**src/rtl/conv_pkg.sv**
```systemverilog
// Shared types and constants for the 3x3 convolution sequencer.
// The optional ReLU clamp on results is enabled with CONV_SEQ_RELU_EN.
package conv_pkg;

    localparam int PIX_W  = 8;
    localparam int ROW_W  = 24;
    localparam int RES_W  = 16;
    localparam int KDIM   = 3;
    localparam int KCFG_W = PIX_W * KDIM * KDIM;

    typedef enum logic [2:0] {
        S_IDLE,
        S_FETCH,
        S_SEND,
        S_WAIT,
        S_WRITE,
        S_DONE
    } conv_state_t;

    // Row r of a packed 3x3 byte array; element (r,c) sits at bits [8*(3r+c)+:8].
    function automatic logic [ROW_W-1:0] kernel_row(input logic [KCFG_W-1:0] cfg,
                                                    input logic [1:0]        r);
        logic [ROW_W-1:0] row;
        case (r)
            2'd0:    row = cfg[0*ROW_W +: ROW_W];
            2'd1:    row = cfg[1*ROW_W +: ROW_W];
            default: row = cfg[2*ROW_W +: ROW_W];
        endcase
        return row;
    endfunction

endpackage

```
**src/rtl/conv_win_addr.sv**
```systemverilog
// Window position counters and address generation for the convolution
// sequencer: pixel fetch address, result address and last-window flag.
module conv_win_addr
    import conv_pkg::*;
#(
    parameter int IMG_W = 8,
    parameter int IMG_H = 8,
    parameter int AW    = 8
) (
    input  logic          clk,
    input  logic          rst,
    input  logic          clear,
    input  logic          advance,
    input  logic [1:0]    row,
    input  logic [1:0]    col,
    output logic [AW-1:0] pix_addr,
    output logic [AW-1:0] res_addr,
    output logic          last_win
);

    localparam int XW = $clog2(IMG_W);
    localparam int YW = $clog2(IMG_H);
    localparam logic [XW-1:0] OX_LAST = XW'(IMG_W - 3);
    localparam logic [YW-1:0] OY_LAST = YW'(IMG_H - 3);

    logic [XW-1:0] ox;
    logic [YW-1:0] oy;

    // Raster-order window position: ox runs fastest, wraps into oy.
    always_ff @(posedge clk or negedge rst) begin
        if (!rst) begin
            ox <= '0;
            oy <= '0;
        end else if (clear) begin
            ox <= '0;
            oy <= '0;
        end else if (advance) begin
            if (ox == OX_LAST) begin
                ox <= '0;
                oy <= oy + 1'b1;
            end else begin
                ox <= ox + 1'b1;
            end
        end
    end

    assign last_win = (ox == OX_LAST) && (oy == OY_LAST);

    // Address math is unsigned and deliberately truncated to AW bits.
    assign pix_addr = (AW'(oy) + AW'(row)) * AW'(IMG_W) + AW'(ox) + AW'(col);
    assign res_addr = AW'(oy) * AW'(IMG_W - 2) + AW'(ox);

endmodule

```
**src/rtl/conv_seq_ctrl.sv**
```systemverilog
// Sequencer for the 3x3 convolution datapath: fetches each valid window,
// streams three row beats, waits for the result and writes it back.
// Optional feature macro: CONV_SEQ_RELU_EN (clamp negative results to zero).
//
// state   | meaning
// --------+-------------------------------------------------------------
// IDLE    | strobes low, waiting for start
// FETCH   | 9 pixel reads (row-major) plus one drain cycle
// SEND    | three beats of window row / kernel row with send=1
// WAIT    | waiting for conv_fin, bounded by the timeout down-counter
// WRITE   | one-cycle result write, advance window position
// DONE    | one-cycle done pulse, then back to IDLE
module conv_seq_ctrl
    import conv_pkg::*;
#(
    parameter int IMG_W   = 8,
    parameter int IMG_H   = 8,
    parameter int AW      = 8,
    parameter int TIMEOUT = 64
) (
    input  logic              clk,
    input  logic              rst,
    input  logic              start,
    input  logic [KCFG_W-1:0] wt_cfg,
    output logic              busy,
    output logic              done,
    output logic              err,
    output logic              pix_rd,
    output logic [AW-1:0]     pix_addr,
    input  logic [PIX_W-1:0]  pix_rdata,
    output logic [ROW_W-1:0]  data,
    output logic [ROW_W-1:0]  wt,
    output logic              send,
    input  logic [RES_W-1:0]  conv_out,
    input  logic              conv_fin,
    output logic              res_we,
    output logic [AW-1:0]     res_addr,
    output logic [RES_W-1:0]  res_data
);

    localparam logic [3:0] FETCH_LAST = 4'd9;
    localparam logic [3:0] PIX_LAST   = 4'd8;
    localparam logic [3:0] SEND_LAST  = 4'd2;
    localparam int         TW         = $clog2(TIMEOUT + 1);
    localparam logic [TW-1:0] TLOAD   = TW'(TIMEOUT - 1);

    conv_state_t       state, state_nxt;
    logic [3:0]        pcnt;
    logic [TW-1:0]     tcnt;
    logic [KCFG_W-1:0] win;
    logic [KCFG_W-1:0] wt_q;
    logic              cap_vld;
    logic [3:0]        cap_idx;
    logic [RES_W-1:0]  res_q;
    logic [RES_W-1:0]  res_cap;
    logic              err_q;
    logic              accept;
    logic              fin_hit;
    logic              timeout;
    logic [1:0]        fetch_row;
    logic [1:0]        fetch_col;
    logic [AW-1:0]     addr_pix;
    logic [AW-1:0]     addr_res;
    logic              last_win;

    assign accept  = (state == S_IDLE) && start;
    assign fin_hit = (state == S_WAIT) && conv_fin;
    assign timeout = (state == S_WAIT) && !conv_fin && (tcnt == '0);

`ifdef CONV_SEQ_RELU_EN
    assign res_cap = conv_out[RES_W-1] ? '0 : conv_out;
`else
    assign res_cap = conv_out;
`endif

    // State register.
    always_ff @(posedge clk or negedge rst) begin
        if (!rst) state <= S_IDLE;
        else      state <= state_nxt;
    end

    // Next-state decode.
    always_comb begin
        state_nxt = state;
        case (state)
            S_IDLE:  if (accept) state_nxt = S_FETCH;
            S_FETCH: if (pcnt == FETCH_LAST) state_nxt = S_SEND;
            S_SEND:  if (pcnt == SEND_LAST) state_nxt = S_WAIT;
            S_WAIT: begin
                if (fin_hit)      state_nxt = S_WRITE;
                else if (timeout) state_nxt = S_IDLE;
            end
            S_WRITE: state_nxt = last_win ? S_DONE : S_FETCH;
            S_DONE:  state_nxt = S_IDLE;
            default: state_nxt = S_IDLE;
        endcase
    end

    // Phase counter shared by FETCH (0..9) and SEND (0..2); zero elsewhere.
    always_ff @(posedge clk or negedge rst) begin
        if (!rst) begin
            pcnt <= '0;
        end else if ((state == S_FETCH && pcnt != FETCH_LAST) ||
                     (state == S_SEND  && pcnt != SEND_LAST)) begin
            pcnt <= pcnt + 1'b1;
        end else begin
            pcnt <= '0;
        end
    end

    // Timeout down-counter: preloaded outside WAIT, terminal count at zero.
    always_ff @(posedge clk or negedge rst) begin
        if (!rst)                tcnt <= TLOAD;
        else if (state == S_WAIT) tcnt <= tcnt - 1'b1;
        else                     tcnt <= TLOAD;
    end

    // Kernel latch and sticky timeout flag.
    always_ff @(posedge clk or negedge rst) begin
        if (!rst) begin
            wt_q  <= '0;
            err_q <= 1'b0;
        end else if (accept) begin
            wt_q  <= wt_cfg;
            err_q <= 1'b0;
        end else if (timeout) begin
            err_q <= 1'b1;
        end
    end

    // Window register fill: read data lands one cycle after its strobe.
    always_ff @(posedge clk or negedge rst) begin
        if (!rst) begin
            cap_vld <= 1'b0;
            cap_idx <= '0;
            win     <= '0;
        end else begin
            cap_vld <= pix_rd;
            cap_idx <= pcnt;
            if (cap_vld) win[PIX_W*cap_idx +: PIX_W] <= pix_rdata;
        end
    end

    // Result capture; conv_fin is only honoured while in WAIT.
    always_ff @(posedge clk or negedge rst) begin
        if (!rst)         res_q <= '0;
        else if (fin_hit) res_q <= res_cap;
    end

    // Map the fetch phase onto the (row, col) offset within the window.
    always_comb begin
        fetch_row = 2'd0;
        fetch_col = pcnt[1:0];
        if (pcnt >= 4'd6) begin
            fetch_row = 2'd2;
            fetch_col = 2'(pcnt - 4'd6);
        end else if (pcnt >= 4'd3) begin
            fetch_row = 2'd1;
            fetch_col = 2'(pcnt - 4'd3);
        end
    end

    conv_win_addr #(
        .IMG_W (IMG_W),
        .IMG_H (IMG_H),
        .AW    (AW)
    ) u_win_addr (
        .clk      (clk),
        .rst      (rst),
        .clear    (accept),
        .advance  (state == S_WRITE),
        .row      (fetch_row),
        .col      (fetch_col),
        .pix_addr (addr_pix),
        .res_addr (addr_res),
        .last_win (last_win)
    );

    assign busy     = (state != S_IDLE);
    assign done     = (state == S_DONE);
    assign err      = err_q;
    assign pix_rd   = (state == S_FETCH) && (pcnt <= PIX_LAST);
    assign pix_addr = pix_rd ? addr_pix : '0;
    assign send     = (state == S_SEND);
    assign data     = send ? kernel_row(win, pcnt[1:0]) : '0;
    assign wt       = send ? kernel_row(wt_q, pcnt[1:0]) : '0;
    assign res_we   = (state == S_WRITE);
    assign res_addr = res_we ? addr_res : '0;
    assign res_data = res_we ? res_q : '0;

endmodule

```
**config.mk**
```make
export PLATFORM = sky130hd
export DESIGN_NAME = conv_seq_ctrl
export DESIGN_NICKNAME = d
export VERILOG_FILES = /design/src/rtl/conv_pkg.sv /design/src/rtl/conv_win_addr.sv /design/src/rtl/conv_seq_ctrl.sv
export SDC_FILE = /design/constraint.sdc
export NUM_CORES = 1
export LEC_CHECK = 0
export BUFFER_PORTS_ARGS = -buffer_cell sky130_fd_sc_hd__buf_2
export CAP_MARGIN = 20
export CELL_PAD_IN_SITES_DETAIL_PLACEMENT = 2
export CELL_PAD_IN_SITES_GLOBAL_PLACEMENT = 2
export CORE_MARGIN = 10
export CORE_UTILIZATION = 39
export CTS_CLUSTER_SIZE = 30
export DETAILED_ROUTE_END_ITERATION = 8
export PLACE_DENSITY_LB_ADDON = 0.1
export SLEW_MARGIN = 0
export SYNTH_ARGS = -nofsm -noshare
export SYNTH_HDL_FRONTEND = slang
export SYNTH_HIERARCHICAL = 1
export SYNTH_SLANG_ARGS = --single-unit
```
**constraint.sdc**
```tcl
create_clock -name clk -period 6.21 [get_ports clk]
set_input_delay 1.242 -clock clk [delete_from_list [all_inputs] [get_ports clk]]
set_output_delay 1.242 -clock clk [all_outputs]
set_load 0.02 [all_outputs]
```
==> metrics.md <==
| Metric | Value |
|---|---|
| Clock slew at reported path FFs | `approximately 0.080 ns` |
| Internal | `2.99 mW` |
| Max-slew violations | `0` |
| Peak supply drop | `0.000166 V` |
| Combinational group share of total power | `roughly 36%` |
| # Max-Cap Violations | `0` |
| DR vias/cell | `5.26` |
| Layout fillers | `2,392` |
| Postcts setup bufs | `0` |
| Drt wl/cell | `22.1 microns` |
| Worst-Skew Late Latency | `0.44 ns` |
| Pin count of the biggest net entering global routing | `80` |
| Final Hold Violating Endpoints | `0` |
| Vias in the first global route | `7,924` |
| Global-route wire length before repair | `45.3 mm` |
| Share of layout cells above drive strength 1 | `between 40% and 50%` |
| P_leak | `between 5 and 6 nW` |
| Launch point of the worst hold path | `tcnt[0]` |
| Post-route ant nets | `0` |
| Number of library cell types mapped by synthesis | `62` |
| Chip Height | `between 150 and 200 microns` |
| Synth-to-Final Area Change | `19.6%` |
| Sw frac | `37.7%` |
| Root buffer cell | `clkbuf_16` |
| Synth warn | `6` |
| CP Class | `reg2out` |
| Worst Hold Slack | `0.491 ns` |
| Critical path launch point type | `flop` |
| Status | `completed` |
| Flops & latches, synth | `between 150 and 200` |
| R2R Setup Slk | `3.34 ns` |
| Min cycle time layout | `5.12 ns` |
| R2R cell count | `5` |
| Syn Inst Count | `770` |
| Initial antenna violation count | `8` |
| Worst Skew | `0.0110 ns` |
| Worst Hold Class | `reg2reg` |
| Worst r2r dst | `win[70]` |
| Seq/Total Area, Yosys | `50.4%` |
| Estimated wirelength of the detail-placed design | `between 15 and 20 mm` |
| RSZ-0062 raised after global routing | `false` |
| RR Startpoint | `cap_idx[0]` |
| # resized after CTS | `0` |
| I/O Buffers | `184` |
| Maximum fanout along the worst path | `7` |
| IO Pins | `186` |
| Ranking of synthesized cells by area | `dfrtp_1 (49%), mux2_2 (19%), a22oi_1 (3.9%), a21oi_1 (2.9%), nand2_1 (2.6%)` |
| GR Util All Layers | `18.7%` |
| EDFF count, synth | `0` |
| CTS Hold Buffers Added | `0` |
| CTS Buffer Depth | `2` |
| Top FF cell, synth | `dfrtp_1` |
| Register share of total power | `39.5%` |
| Rel. slew slack | `between 20% and 30%` |
| Worst Max-Slew Pin Slew | `1.06 ns` |
| Via count | `6,680` |
| Post-synthesis cell area | `around 9200 sq um` |
| Initial drt markers | `approximately 220` |
| Row count | `56` |
| H-tree Lvls | `4` |
| Die Wd | `about 170 microns` |
| Final setup viols | `0` |
| Cell Area, Placed | `10,400 sq um` |
| Arrival time at the worst endpoint | `around 3.9 ns` |
| Power Dens Cells | `434 nW/um^2` |
| Async S/R FF share, synth | `100%` |
| Switch Pwr | `1.81 mW` |
| TritonRoute pass-1 iters | `4` |
| GP Congestion | `0.809` |
| Fin nets | `1,055` |
| Die footprint | `between 30,000 and 40,000 sq um` |
| Largest area contributor in the netlist | `dfrtp_1` |
| Global route total overflow | `0` |
| Clk sinks | `186` |
| Setup TNS | `0 ns` |
| Hold depth | `1` |
| CTS Buf Count | `17` |
| Area share of the largest cell type after synthesis | `48.7%` |
| Initial core utilization | `39.5%` |
| Period utilization | `about 82%` |
| CP Capture Type | `output port` |
| Design Area, Final | `11,100 sq um` |
| Core footprint | `23,400 sq um` |
| Final Core Density | `47.3%` |
| DRT Wirelength | `~28 mm` |
| WHS Endpoint | `tcnt[0]` |
| CTS tree | `done` |
| Fmax | `0.195 GHz` |
| Clk pwr share | `24.8%` |
| Tot Pwr | `approximately 4.8 mW` |
| Synth Net Count | `892` |
| Syn_area_per_cell | `~12 sq um` |
| Critical path required time | `about 5.0 ns` |
| Number of remaining DRC errors | `0` |
logic make-up after synthesis:
| kind of cell | count (synthesis) | share of synthesized area (%) |
|---|---|---|
| AOI/OAI and AO/OA | 126 | 9.27 |
| xor gates and xnor gates | 19 | 1.80 |
| adders and majority gates | 22 | 3.30 |
| buffers and inverters | 68 | 3.79 |
| DFF | 186 | 50.4 |
| muxes | 161 | 19.6 |
| other | 1 | 0.0405 |
| and+or+nand+nor | 187 | 11.8 |
how the worst max path moves through the flow:
stage	startpoint	to	slack (ns)
after global placement	pcnt[0]	pix_addr[6]	1.75
after CTS	pcnt[0]	pix_addr[6]	1.06
final	pcnt[0]	pix_addr[6]	1.09
after floorplan	pcnt[0]	pix_addr[6]	2.04
after global routing	pcnt[0]	pix_addr[6]	0.80
after detailed placement	pcnt[0]	pix_addr[6]	1.58
sequential cells by signal, indices dropped and copies added (netlist names):
signal / count
win: 72
wt_q: 72
res_q: 16
tcnt: 7
cap_idx: 4
pcnt: 4
state: 3
u_win_addr/ox: 3
u_win_addr/oy: 3
cap_vld: 1
err: 1
cell type report:
class                      instances  area [sq um]  area share, %
multi-input combinational        516          4270           38.6
clock inverter                    15           230           2.08
sequential                       186          4660           42.1
tap                              319           399           3.61
timing repair buffer             193           992           8.97
antenna                            5          12.5          0.113
clock buffer                      17           425           3.85
inverter                          19          71.3          0.645
per-stage QoR:
| stage | worst slack (ns) | cells |
|---|---|---|
| 6_report | 1.09 | 1270 |
| 5_1_grt | 0.796 | 1267 |
| 4_1_cts | 1.06 | 1264 |
| 3_5_place_dp | 1.58 | 1232 |
| 3_3_place_gp | 1.75 | 1232 |
| 2_1_floorplan | 2.04 | 770 |
power groups by stage:
| stage | clock network [mW] | logic (mW) | registers (mW) |
|---|---|---|---|
| floorplan | 0 | 1.29 | 1.80 |
| global placement | 0 | 1.66 | 1.87 |
| detailed placement | 0 | 1.74 | 1.92 |
| CTS | 1.23 | 1.76 | 1.90 |
| global route | 1.29 | 1.90 | 1.96 |
| finish | 1.19 | 1.72 | 1.90 |
critical path, cell delays in order (launching register included):
cell     delay (ns)
dfrtp_1        0.48
inv_1          0.15
ha_1           0.29
or3b_2         0.48
a21oi_1        0.28
xnor2_1        0.16
ha_1           0.20
inv_1          0.06
fa_1           0.48
nor4b_1        0.43
a21o_1         0.13
and3_1         0.13
buf_2          0.16
per-layer routing:
layer | wire length, microns | GRT usage [%] | part of all wire [%] | up-vias
met2 | 14500 | 32.4 | 52 | 135
met1 | 11800 | 22.2 | 42 | 3471
met3 | 1280 | 5.22 | 4.6 | 24
met4 | 388 | 5.27 | 1.4 | 4
li1 | - | - | - | 3046
met5 | 26 | 0 | 0.093 | -
cells in the mapped netlist, types with 3 or more instances:
cell type	number
nor3b_1	3
buf_2	11
o21ai_0	4
nand3_1	4
and3_1	20
dfrtp_1	180
a22oi_1	48
buf_6	7
or3_1	3
fa_1	4
clkbuf_1	25
dfstp_2	6
mux2_1	6
nand2b_1	10
xnor2_1	13
nand3b_1	3
nor2_1	19
mux2_2	154
and2_1	26
ha_1	18
and3_2	6
xor2_1	6
nand2_1	65
a21oi_1	54
buf_4	5
a21o_1	4
inv_1	19
nor3_1	7
layout by cell type (no fill, tap or decap), types with 3 or more instances in the layout:
| master | netlist | final |
|---|---|---|
| and3_1 | 20 | 20 |
| and3_2 | 6 | 6 |
| nand3b_1 | 3 | 3 |
| a22oi_1 | 48 | 48 |
| inv_1 | 19 | 19 |
| fa_1 | 4 | 4 |
| clkinv_8 | 0 | 4 |
| a21o_1 | 4 | 4 |
| or3_1 | 3 | 3 |
| inv_6 | 0 | 4 |
| nand2_1 | 65 | 65 |
| and2_1 | 26 | 26 |
| nor2_1 | 19 | 17 |
| clkbuf_16 | 0 | 17 |
| o21ai_0 | 4 | 4 |
| dfstp_2 | 6 | 6 |
| nand2b_1 | 10 | 10 |
| xor2_1 | 6 | 5 |
| buf_2 | 11 | 184 |
| buf_4 | 5 | 8 |
| a21oi_1 | 54 | 54 |
| diode_2 | 0 | 5 |
| dfrtp_1 | 180 | 180 |
| nor3_1 | 7 | 7 |
| nand3_1 | 4 | 4 |
| xnor2_1 | 13 | 13 |
| ha_1 | 18 | 16 |
| bufinv_16 | 0 | 3 |
| mux2_2 | 154 | 154 |
| mux2_1 | 6 | 6 |
Power figures use the tool's default switching activity.
